[src/rtl/axi4lite_arb_pkg.sv]
// Shared definitions for the AXI4-Lite round-robin arbiter.
//   - default widths for the arbiter parameters
//   - AXI response codes
//   - write / read path FSM state encodings
package axi4lite_arb_pkg;

    localparam int DEF_NUM_M       = 2;
    localparam int DEF_AW          = 32;
    localparam int DEF_DW          = 128;
    localparam int DEF_TIMEOUT_CYC = 256;

    localparam logic [1:0] RESP_OKAY   = 2'b00;
    localparam logic [1:0] RESP_SLVERR = 2'b10;

    typedef enum logic [1:0] {
        W_IDLE = 2'd0,
        W_ADDR = 2'd1,
        W_RESP = 2'd2
    } wr_state_t;

    typedef enum logic [1:0] {
        R_IDLE = 2'd0,
        R_ADDR = 2'd1,
        R_DATA = 2'd2
    } rd_state_t;

endpackage

[src/rtl/axi4lite_rr_pick.sv]
// Combinational round-robin picker.
// Ports:
//   req   in  N   request vector
//   ptr   in  PW  highest-priority index this round
//   grant out N   one-hot winner (zero when no request)
//   idx   out PW  binary index of the winner
//   any   out 1   at least one request present
module axi4lite_rr_pick #(
    parameter int N  = 2,
    parameter int PW = 1
) (
    input  logic [N-1:0]  req,
    input  logic [PW-1:0] ptr,
    output logic [N-1:0]  grant,
    output logic [PW-1:0] idx,
    output logic          any
);

    // Scan N positions starting at ptr, wrapping; the first requester wins.
    always_comb begin
        int j;
        grant = '0;
        idx   = '0;
        any   = 1'b0;
        j     = 0;
        for (int k = 0; k < N; k++) begin
            j = int'(ptr) + k;
            if (j >= N) j = j - N;
            if (!any && req[j]) begin
                any      = 1'b1;
                grant[j] = 1'b1;
                idx      = PW'(j);
            end
        end
    end

endmodule

[src/rtl/axi4lite_rr_arbiter.sv]
// AXI4-Lite N:1 arbiter. Write (AW/W/B) and read (AR/R) paths are arbitrated
// independently, round-robin, one outstanding transaction per path.
// Ports:
//   clk, rst_n                 clock, asynchronous active-low reset
//   up_aw*/up_w*/up_b*         per-master write channels, master i in slice i
//   up_ar*/up_r*               per-master read channels, master i in slice i
//   dn_*                       single downstream slave port
//   wr_grant, rd_grant         one-hot current owner, zero when idle
//   wr_state_dbg, rd_state_dbg current FSM state of each path
//   timeout_err                sticky response-timeout flag (only with
//                              AXI4LITE_ARB_TIMEOUT_EN defined)
// Optional feature macro: AXI4LITE_ARB_TIMEOUT_EN.
//
// Handshake semantics: a beat transfers on a rising edge where valid and ready
// are both high. Once a path is granted, the owner's valid/ready are routed
// combinationally to the slave and back; nothing is routed while a path is
// idle, so an upstream valid never produces a same-cycle upstream ready.
module axi4lite_rr_arbiter
    import axi4lite_arb_pkg::*;
#(
    parameter int NUM_M       = DEF_NUM_M,
    parameter int AW          = DEF_AW,
    parameter int DW          = DEF_DW,
    parameter int TIMEOUT_CYC = DEF_TIMEOUT_CYC
) (
    input  logic                  clk,
    input  logic                  rst_n,
    input  logic [NUM_M*AW-1:0]   up_awaddr,
    input  logic [NUM_M-1:0]      up_awvalid,
    output logic [NUM_M-1:0]      up_awready,
    input  logic [NUM_M*DW-1:0]   up_wdata,
    input  logic [NUM_M*DW/8-1:0] up_wstrb,
    input  logic [NUM_M-1:0]      up_wvalid,
    output logic [NUM_M-1:0]      up_wready,
    output logic [NUM_M*2-1:0]    up_bresp,
    output logic [NUM_M-1:0]      up_bvalid,
    input  logic [NUM_M-1:0]      up_bready,
    input  logic [NUM_M*AW-1:0]   up_araddr,
    input  logic [NUM_M-1:0]      up_arvalid,
    output logic [NUM_M-1:0]      up_arready,
    output logic [NUM_M*DW-1:0]   up_rdata,
    output logic [NUM_M*2-1:0]    up_rresp,
    output logic [NUM_M-1:0]      up_rvalid,
    input  logic [NUM_M-1:0]      up_rready,
    output logic [AW-1:0]         dn_awaddr,
    output logic                  dn_awvalid,
    input  logic                  dn_awready,
    output logic [DW-1:0]         dn_wdata,
    output logic [DW/8-1:0]       dn_wstrb,
    output logic                  dn_wvalid,
    input  logic                  dn_wready,
    input  logic [1:0]            dn_bresp,
    input  logic                  dn_bvalid,
    output logic                  dn_bready,
    output logic [AW-1:0]         dn_araddr,
    output logic                  dn_arvalid,
    input  logic                  dn_arready,
    input  logic [DW-1:0]         dn_rdata,
    input  logic [1:0]            dn_rresp,
    input  logic                  dn_rvalid,
    output logic                  dn_rready,
    output logic [NUM_M-1:0]      wr_grant,
    output logic [NUM_M-1:0]      rd_grant,
    output logic [1:0]            wr_state_dbg,
    output logic [1:0]            rd_state_dbg
`ifdef AXI4LITE_ARB_TIMEOUT_EN
   ,output logic                  timeout_err
`endif
);

    localparam int PW = (NUM_M > 1) ? $clog2(NUM_M) : 1;
    localparam int SW = DW / 8;

    wr_state_t        wr_state, wr_state_nx;
    rd_state_t        rd_state, rd_state_nx;
    logic [PW-1:0]    wr_idx, wr_ptr, wr_pick_idx;
    logic [PW-1:0]    rd_idx, rd_ptr, rd_pick_idx;
    logic [NUM_M-1:0] wr_pick, rd_pick;
    logic             wr_any, rd_any;
    logic             aw_done, w_done;
    logic             aw_hs, w_hs, b_hs, ar_hs, r_hs;
    logic             wr_to_hit, rd_to_hit, wr_sink, rd_sink;

    assign wr_state_dbg = wr_state;
    assign rd_state_dbg = rd_state;

    axi4lite_rr_pick #(.N(NUM_M), .PW(PW)) u_wr_pick (
        .req   (up_awvalid | up_wvalid),
        .ptr   (wr_ptr),
        .grant (wr_pick),
        .idx   (wr_pick_idx),
        .any   (wr_any)
    );

    axi4lite_rr_pick #(.N(NUM_M), .PW(PW)) u_rd_pick (
        .req   (up_arvalid),
        .ptr   (rd_ptr),
        .grant (rd_pick),
        .idx   (rd_pick_idx),
        .any   (rd_any)
    );

    // ---------------- write path: next state and routing ----------------
    always_comb begin
        int ws;
        ws          = int'(wr_idx);
        wr_state_nx = wr_state;
        dn_awaddr   = '0;
        dn_awvalid  = 1'b0;
        dn_wdata    = '0;
        dn_wstrb    = '0;
        dn_wvalid   = 1'b0;
        dn_bready   = 1'b0;
        up_awready  = '0;
        up_wready   = '0;
        up_bvalid   = '0;
        up_bresp    = {NUM_M{RESP_OKAY}};
        aw_hs       = 1'b0;
        w_hs        = 1'b0;
        b_hs        = 1'b0;
        case (wr_state)
            W_IDLE: begin
                dn_bready = wr_sink;   // swallow a response that arrived after a timeout
                if (wr_any) wr_state_nx = W_ADDR;
            end
            W_ADDR: begin
                // A completed channel stays masked so it is not issued twice.
                dn_awaddr      = up_awaddr[ws*AW +: AW];
                dn_awvalid     = up_awvalid[wr_idx] & ~aw_done;
                dn_wdata       = up_wdata[ws*DW +: DW];
                dn_wstrb       = up_wstrb[ws*SW +: SW];
                dn_wvalid      = up_wvalid[wr_idx] & ~w_done;
                up_awready[wr_idx] = dn_awready & ~aw_done;
                up_wready[wr_idx]  = dn_wready & ~w_done;
                aw_hs = dn_awvalid & dn_awready;
                w_hs  = dn_wvalid & dn_wready;
                if ((aw_done | aw_hs) && (w_done | w_hs)) wr_state_nx = W_RESP;
            end
            W_RESP: begin
                if (wr_to_hit) begin
                    up_bvalid[wr_idx]    = 1'b1;
                    up_bresp[ws*2 +: 2]  = RESP_SLVERR;
                    b_hs                 = up_bready[wr_idx];
                end else begin
                    dn_bready            = up_bready[wr_idx];
                    up_bvalid[wr_idx]    = dn_bvalid;
                    up_bresp[ws*2 +: 2]  = dn_bresp;
                    b_hs                 = dn_bvalid & up_bready[wr_idx];
                end
                if (b_hs) wr_state_nx = W_IDLE;
            end
            default: wr_state_nx = W_IDLE;
        endcase
    end

    // ---------------- read path: next state and routing ----------------
    always_comb begin
        int rs;
        rs          = int'(rd_idx);
        rd_state_nx = rd_state;
        dn_araddr   = '0;
        dn_arvalid  = 1'b0;
        dn_rready   = 1'b0;
        up_arready  = '0;
        up_rvalid   = '0;
        up_rdata    = '0;
        up_rresp    = {NUM_M{RESP_OKAY}};
        ar_hs       = 1'b0;
        r_hs        = 1'b0;
        case (rd_state)
            R_IDLE: begin
                dn_rready = rd_sink;
                if (rd_any) rd_state_nx = R_ADDR;
            end
            R_ADDR: begin
                dn_araddr          = up_araddr[rs*AW +: AW];
                dn_arvalid         = up_arvalid[rd_idx];
                up_arready[rd_idx] = dn_arready;
                ar_hs = dn_arvalid & dn_arready;
                if (ar_hs) rd_state_nx = R_DATA;
            end
            R_DATA: begin
                if (rd_to_hit) begin
                    up_rvalid[rd_idx]   = 1'b1;
                    up_rresp[rs*2 +: 2] = RESP_SLVERR;
                    r_hs                = up_rready[rd_idx];
                end else begin
                    dn_rready             = up_rready[rd_idx];
                    up_rvalid[rd_idx]     = dn_rvalid;
                    up_rdata[rs*DW +: DW] = dn_rdata;
                    up_rresp[rs*2 +: 2]   = dn_rresp;
                    r_hs                  = dn_rvalid & up_rready[rd_idx];
                end
                if (r_hs) rd_state_nx = R_IDLE;
            end
            default: rd_state_nx = R_IDLE;
        endcase
    end

    // ---------------- state registers ----------------
    always_ff @(posedge clk or negedge rst_n) begin
        if (!rst_n) begin
            wr_state <= W_IDLE;
            wr_grant <= '0;
            wr_idx   <= '0;
            wr_ptr   <= '0;
            aw_done  <= 1'b0;
            w_done   <= 1'b0;
        end else begin
            wr_state <= wr_state_nx;
            case (wr_state)
                W_IDLE: if (wr_any) begin
                    wr_grant <= wr_pick;
                    wr_idx   <= wr_pick_idx;
                    aw_done  <= 1'b0;
                    w_done   <= 1'b0;
                end
                W_ADDR: begin
                    if (aw_hs) aw_done <= 1'b1;
                    if (w_hs)  w_done  <= 1'b1;
                end
                W_RESP: if (b_hs) begin
                    wr_grant <= '0;
                    wr_ptr   <= (wr_idx == PW'(NUM_M - 1)) ? '0 : wr_idx + 1'b1;
                end
                default: ;
            endcase
        end
    end

    always_ff @(posedge clk or negedge rst_n) begin
        if (!rst_n) begin
            rd_state <= R_IDLE;
            rd_grant <= '0;
            rd_idx   <= '0;
            rd_ptr   <= '0;
        end else begin
            rd_state <= rd_state_nx;
            case (rd_state)
                R_IDLE: if (rd_any) begin
                    rd_grant <= rd_pick;
                    rd_idx   <= rd_pick_idx;
                end
                R_DATA: if (r_hs) begin
                    rd_grant <= '0;
                    rd_ptr   <= (rd_idx == PW'(NUM_M - 1)) ? '0 : rd_idx + 1'b1;
                end
                default: ;
            endcase
        end
    end

`ifdef AXI4LITE_ARB_TIMEOUT_EN
    localparam int TW = $clog2(TIMEOUT_CYC + 1);
    logic [TW-1:0] wr_cnt, rd_cnt;
    logic          wr_to_fire, rd_to_fire;

    // Fires on the edge that completes TIMEOUT_CYC silent response cycles.
    assign wr_to_fire = (wr_state == W_RESP) && !wr_to_hit && !dn_bvalid &&
                        (wr_cnt == TW'(TIMEOUT_CYC - 1));
    assign rd_to_fire = (rd_state == R_DATA) && !rd_to_hit && !dn_rvalid &&
                        (rd_cnt == TW'(TIMEOUT_CYC - 1));

    always_ff @(posedge clk or negedge rst_n) begin
        if (!rst_n) begin
            wr_cnt      <= '0;
            rd_cnt      <= '0;
            wr_to_hit   <= 1'b0;
            rd_to_hit   <= 1'b0;
            wr_sink     <= 1'b0;
            rd_sink     <= 1'b0;
            timeout_err <= 1'b0;
        end else begin
            if (wr_state != W_RESP) begin
                wr_cnt    <= '0;
                wr_to_hit <= 1'b0;
            end else if (wr_to_fire) begin
                wr_to_hit <= 1'b1;
            end else if (!wr_to_hit && !dn_bvalid) begin
                wr_cnt <= wr_cnt + 1'b1;
            end
            if (rd_state != R_DATA) begin
                rd_cnt    <= '0;
                rd_to_hit <= 1'b0;
            end else if (rd_to_fire) begin
                rd_to_hit <= 1'b1;
            end else if (!rd_to_hit && !dn_rvalid) begin
                rd_cnt <= rd_cnt + 1'b1;
            end
            if (wr_state == W_RESP && wr_to_hit && b_hs)  wr_sink <= 1'b1;
            else if (wr_state == W_IDLE && dn_bvalid)     wr_sink <= 1'b0;
            if (rd_state == R_DATA && rd_to_hit && r_hs)  rd_sink <= 1'b1;
            else if (rd_state == R_IDLE && dn_rvalid)     rd_sink <= 1'b0;
            if (wr_to_fire || rd_to_fire) timeout_err <= 1'b1;
        end
    end
`else
    // Without the timeout the block simply waits for every response.
    assign wr_to_hit = 1'b0;
    assign rd_to_hit = 1'b0;
    assign wr_sink   = 1'b0;
    assign rd_sink   = 1'b0;
    logic unused_cfg;
    assign unused_cfg = (TIMEOUT_CYC > 0) ^ RESP_SLVERR[1];
`endif

endmodule
[config.mk]
export PLATFORM = sky130hd
export DESIGN_NAME = axi4lite_rr_arbiter
export DESIGN_NICKNAME = d
export VERILOG_FILES = /design/src/rtl/axi4lite_arb_pkg.sv /design/src/rtl/axi4lite_rr_pick.sv /design/src/rtl/axi4lite_rr_arbiter.sv
export SDC_FILE = /design/constraint.sdc
export NUM_CORES = 1
export LEC_CHECK = 0
export CAP_MARGIN = 20
export CORE_AREA = 2 2 407 409
export DETAILED_ROUTE_END_ITERATION = 10
export DIE_AREA = 0 0 409 411
export GPL_TIMING_DRIVEN = 0
export PLACE_DENSITY = 0.3
export SYNTH_ARGS = -nofsm -noshare
export SYNTH_HDL_FRONTEND = slang
export SYNTH_SLANG_ARGS = --single-unit
export TNS_END_PERCENT = 10
[constraint.sdc]
create_clock -name clk -period 2.2 [get_ports clk]
set_clock_uncertainty 0.15 [all_clocks]
set_input_delay 0.33 -clock clk [delete_from_list [all_inputs] [get_ports clk]]
set_output_delay 0.33 -clock clk [all_outputs]
set_load 0.01 [all_outputs]
== Yosys cells after proc, flatten, opt, wreduce, memory -nomap -nowiden ==
Cells that the tools add are included.

* Output and inout port bits: 495
* Logic and storage cells: 205
* Flip-flop bits (word level): 14
* Input port bits: 565

* $lt $le $gt $ge: 16
* Multiplexer cells: 94
* Equality and inequality tests: 14
* Add/subtract/negate cells: 11
* Bitwise gates (word level): 24
* Reductions and logical operators: 26
* Shift-type cells: 10

{| class="wikitable"
|+ Operators by type and width
! kind !! number
|-
| $and A256 B256 Y256 || 1
|-
| $mux W256 || 1
|-
| $shift A128 B33 Y256 const A || 1
|-
| $shiftx A128 B33 Y256 || 1
|-
| $shiftx A256 B9 Y128 || 1
|-
| $mux W32 || 6
|-
| $ge A32 B1 Y1 const B || 4
|-
| $lt A32 B3 Y1 const B || 4
|-
| $mux W128 || 1
|-
| $shiftx A64 B7 Y32 || 2
|-
| $neg A2 Y33 || 2
|-
| $shift A2 B33 Y4 const A || 2
|-
| $shiftx A2 B33 Y4 || 2
|-
| $ge A32 B3 Y1 const B || 2
|-
| $sub A32 B3 Y32 const B || 2
|-
| $mux W1 || 52
|-
| $mux W2 || 19
|-
| $neg A8 Y33 || 1
|-
| $shiftx A32 B6 Y16 || 1
|-
| $reduce_and A3 Y1 || 6
|-
| $mux W16 || 1
|-
| $ne A2 B2 Y1 const B || 8
|-
| $pmux W2 S3 || 2
|-
| $and A2 B2 Y2 || 5
|-
| 23 further kinds || 68
|}

== Longest topological paths before layout ==
* Depth in word-level cells: 11
* Depth in mapped cells: 6

== Hierarchy ==
From an unflattened synthesis, not the netlist that was laid out.

* Cell total of the unflattened synthesis: 692
* Area total of the unflattened synthesis: 5,032.3 um2

{| class="wikitable"
|+ Modules (own cells, without submodules)
! module !! area each (um2) !! seq. area each (um2) !! times used !! cells an instance
|-
| axi4lite_rr_arbiter || 4,967.3 || 350.3 || 1 || 682
|-
| axi4lite_rr_pick || 32.5 || 0.0 || 2 || 5
|}

== Worst setup path after synthesis ==
Ideal clock, no wire load.

* Kind: reg2out
* Start point: register wr_state[1] (netlist: wr_state_dbg[1])
* End point: output dn_awaddr[10]
* Data required time: 1.720 ns
* Stages on the path, launching flop included: 7
* Path buffers: 3
* Arrival time: 1.361 ns
* Slack: 0.359 ns
* Cells stage by stage: dfrtp_1 nand2b_1 buf_6 nor2_4 buf_4 buf_2 a22o_1

* Cells in the longest elaborated chain, start to end: 2

{| class="wikitable"
|+ RTL lines
! what !! RTL line !! text
|-
| start: declaration || axi4lite_rr_arbiter.sv:74 || <nowiki>wr_state_t wr_state, wr_state_nx;</nowiki>
|-
| start signal: assignment || axi4lite_rr_arbiter.sv:210 || <nowiki>wr_state <= wr_state_nx;</nowiki>
|-
| $eq A2 B1 Y1 || axi4lite_rr_arbiter.sv:121 || <nowiki>case (wr_state)</nowiki>
|-
| $mux W32 || axi4lite_rr_arbiter.sv:121 ||
|-
| end: declaration || axi4lite_rr_arbiter.sv:45 || <nowiki>output logic [AW-1:0] dn_awaddr,</nowiki>
|}

No other way between the ends.

== Final worst setup path ==
* Start point: register wr_state[1] (netlist: wr_state_dbg[1])
* End point: output dn_awaddr[0]

The elaborated chain is that of the path after synthesis.

==> flow_summary.ini <==
[timing]
timing.final.ws_setup_ps = -571.9
setup_viol = 489
fmax_mhz = 360.8
maxSlewHeadroom_pct = 56.16
rsz0062_at_grt = true
tightestPinTransition_ps = 648.5
period_minus_slack_ps = 2772
min_period_over_period_pct = 126.0
hold_viol_final = 0
drv_slew = 0

[final_layout]
drive_gt1_share_pct = 20.60
nNetsFinal = 2343
fin_util_pct = 12.11
design_area_um2 = 19850
syn2layout_area_growth_pct = 301.3

[synthesis]
synth_top_family_by_area = simple AND/OR/NAND/NOR gates
synth_compound_area_share_pct = 34.46
ys_seq_elements = 14
syn_avg_cell_area_um2 = 7.458
ys_types = 39
synth_fa_ha_area_share_pct = 0
synth-xor-area-share_pct = 0
ys_warn_count = 0
syn_inst = 663
synthFlopType = dfrtp_1
yosys.area_share.simple_pct = 40.74
ys_seq_area_share_pct = 7.085
netlist.top_cell.by_area = and2_1
synth.area.top_cells = and2_1 (33%), a22o_1 (32%), dfrtp_1 (7.1%)
synth_edf_count = 0
async_flop_share_pct = 100.0
synthMuxAreaShare_pct = 7.794
syn_nets = 1228
synth.cell_area_um2 = 4945
synth_top_area_share_pct = 33.15

[setup_path]
cp_max_fo = 10
slowest_delay_ps = 440
path_cells = nand2b_4, nor2_4, buf_12, buf_16, buf_12, a22o_1, dlygate4sd2_1
start_kind = register
crit_arrival_ps = 2290
critical_path_class = reg -> out
path_buf_inv = 4
worstSetupEndpointType = output port
cp_slowest_cell = dfrtp_2
cpMostUsedCell = buf_12
critical-path-top-delay-family = buffers and inverters
cp_data_required_time_ps = 1720

[floorplan]
placementRows = 149
num_io_pins = 1060
dieArea_um2 = 168100
initial_utilization_pct = 3.017
core-area_um2 = 163900
die_h_um = 411
die_x_um = 409

[global_routing]
busiest_layer = met2
met2_usage_pct = 27.22
grt_util_met1_pct = 12.37
grt_pass1_wl_mm = 142.3
overflow = 0
grt_max_degree = 11
antenna_found_initial = 109
first_global_vias = 10710
grt_usage_pct = 13.57
grt_util_met3_pct = 7.474

[placed_design]
placed_area_um2 = 18310
dpl.hpwl_mm = 111.9
place_ws_ps = -1552
routabilityCongestion = 0.8110
portBuffers = 1059

[route]
firstDrtPassIters = 5
drc = 0
viasPerCell = 2.619
ant_nets = 0
vias = 10430
wl_per_cell_um = 30.30
finalWirelength_mm = 120.6
drtIter0Drc = 360

[clock_network]
cts_buffer_depth = 2
cts.clk_slew.worst_paths_ps = 70
cts_buffers = 3
root_buffer = clkbuf_16
clk_latency_ps = 280
cts_sinks = 14
tritoncts = yes
postCtsHoldBufs = 0
htreeDepth = 1

[min_path]
min_path_type = in -> async

[run]
max_cap_violations = 0

[status]
status = finished with violations
violations = negative setup slack

[pwr]
leakagePower_nw = 9.209
finalPower_mw = 19.34
power_density_nw_per_um2 = 974.3
ir_worst_vdd_uv = 436.9
logic make-up after synthesis:
group,count (synthesis)
simple gates,334
compound gates,197
buf+inv,80
mux,38
flops,14
synth_stat cells (all sizes together) (4+ instances only):
library cell / number
a22o: 178
and2: 262
and3: 6
buf: 48
clkbuf: 28
dfrtp: 14
inv: 4
mux2: 4
mux2i: 34
nand2: 5
nor2: 40
nor2b: 4
nor4b: 5
worst reg2reg max path: cells and delay by family (launching register included):
family	cells	cell delay, ps
AND/OR/NAND/NOR	2	950
flip-flops	1	440
multiplexers	1	430
buffers and inverters	1	190
layer usage:
| metal | routed length (um) | part of all wire [%] | vias to the layer above |
|---|---|---|---|
| met3 | 13560 | 11 | 223 |
| met4 | 981 | 0.81 | 112 |
| li1 | - | - | 4641 |
| met2 | 66540 | 55 | 574 |
| met1 | 38830 | 32 | 4877 |
| met5 | 730 | 0.61 | - |
report_power, final:
part           total (mW)  internal, mW  switching (mW)
logic                18.4          8.64            9.71
registers           0.508         0.387           0.121
clock network       0.472         0.280           0.192
cell usage in the layout (no fill, tap or decap), types with 9 or more instances in the layout:
cell type	instances
a22o_1	138
a22o_2	18
a22o_4	22
and2_1	240
and2_4	22
buf_12	32
buf_2	37
buf_4	59
buf_6	64
buf_8	22
clkbuf_16	12
clkbuf_2	20
clkbuf_4	9
clkdlybuf4s15_2	15
clkdlybuf4s50_1	685
dfrtp_1	10
diode_2	16
dlygate4sd2_1	149
dlymetal6s2s_1	72
mux2i_1	34
nor2_1	35
path summary, 6_finish.rpt:
path                            startpoint               to  slack, ps  cells past startpoint
min in group clk               wr_grant[0]      wr_grant[0]        380                      1
max                        wr_state_dbg[1]     dn_awaddr[0]       -570                      7
max in group asynchronous            rst_n  rd_state_dbg[0]       1190                      2
min                                  rst_n          aw_done        220                      1
max reg2reg                wr_state_dbg[0]           wr_ptr        -80                      4
min reg2reg                    wr_grant[0]      wr_grant[0]        380                      1
repair_timing:
item	in CTS	in global routing
endpoints found under the setup margin	488	490
pin swaps	17	20
gates cloned	6	3
resized for setup	733	448
buffers inserted	38	10
through the flow:
stage | instances | hold WS (ps) | setup TNS [ps]
after detailed placement | 3912 | 363.0 | -485020
after floorplan | 663 | -115.6 | 0
after CTS | 3957 | 227.4 | -238130
after global routing | 3966 | 252.7 | -181850
final | 3982 | 221.7 | -148140
after global placement | 3911 | 364.5 | -488600
state kept, by name (all words and copies together), names as in the netlist:
register,flops
rd_grant,2
rd_state_dbg,2
wr_grant,2
wr_state_dbg,2
aw_done,1
rd_idx,1
rd_ptr,1
w_done,1
wr_idx,1
wr_ptr,1
layout make-up:
| class | instances | area [um2] |
|---|---|---|
| Fill cell | 18830 | 144000 |
| Buffer | 70 | 1060 |
| Antenna cell | 16 | 40.04 |
| Timing Repair Buffer | 1116 | 11130 |
| Inverter | 4 | 22.52 |
| Sequential cell | 14 | 355.3 |
| Tap cell | 2189 | 2739 |
| Clock buffer | 4 | 88.84 |
| Multi-Input combinational cell | 569 | 4409 |
No activity file was read; power rests on OpenSTA's default activity.
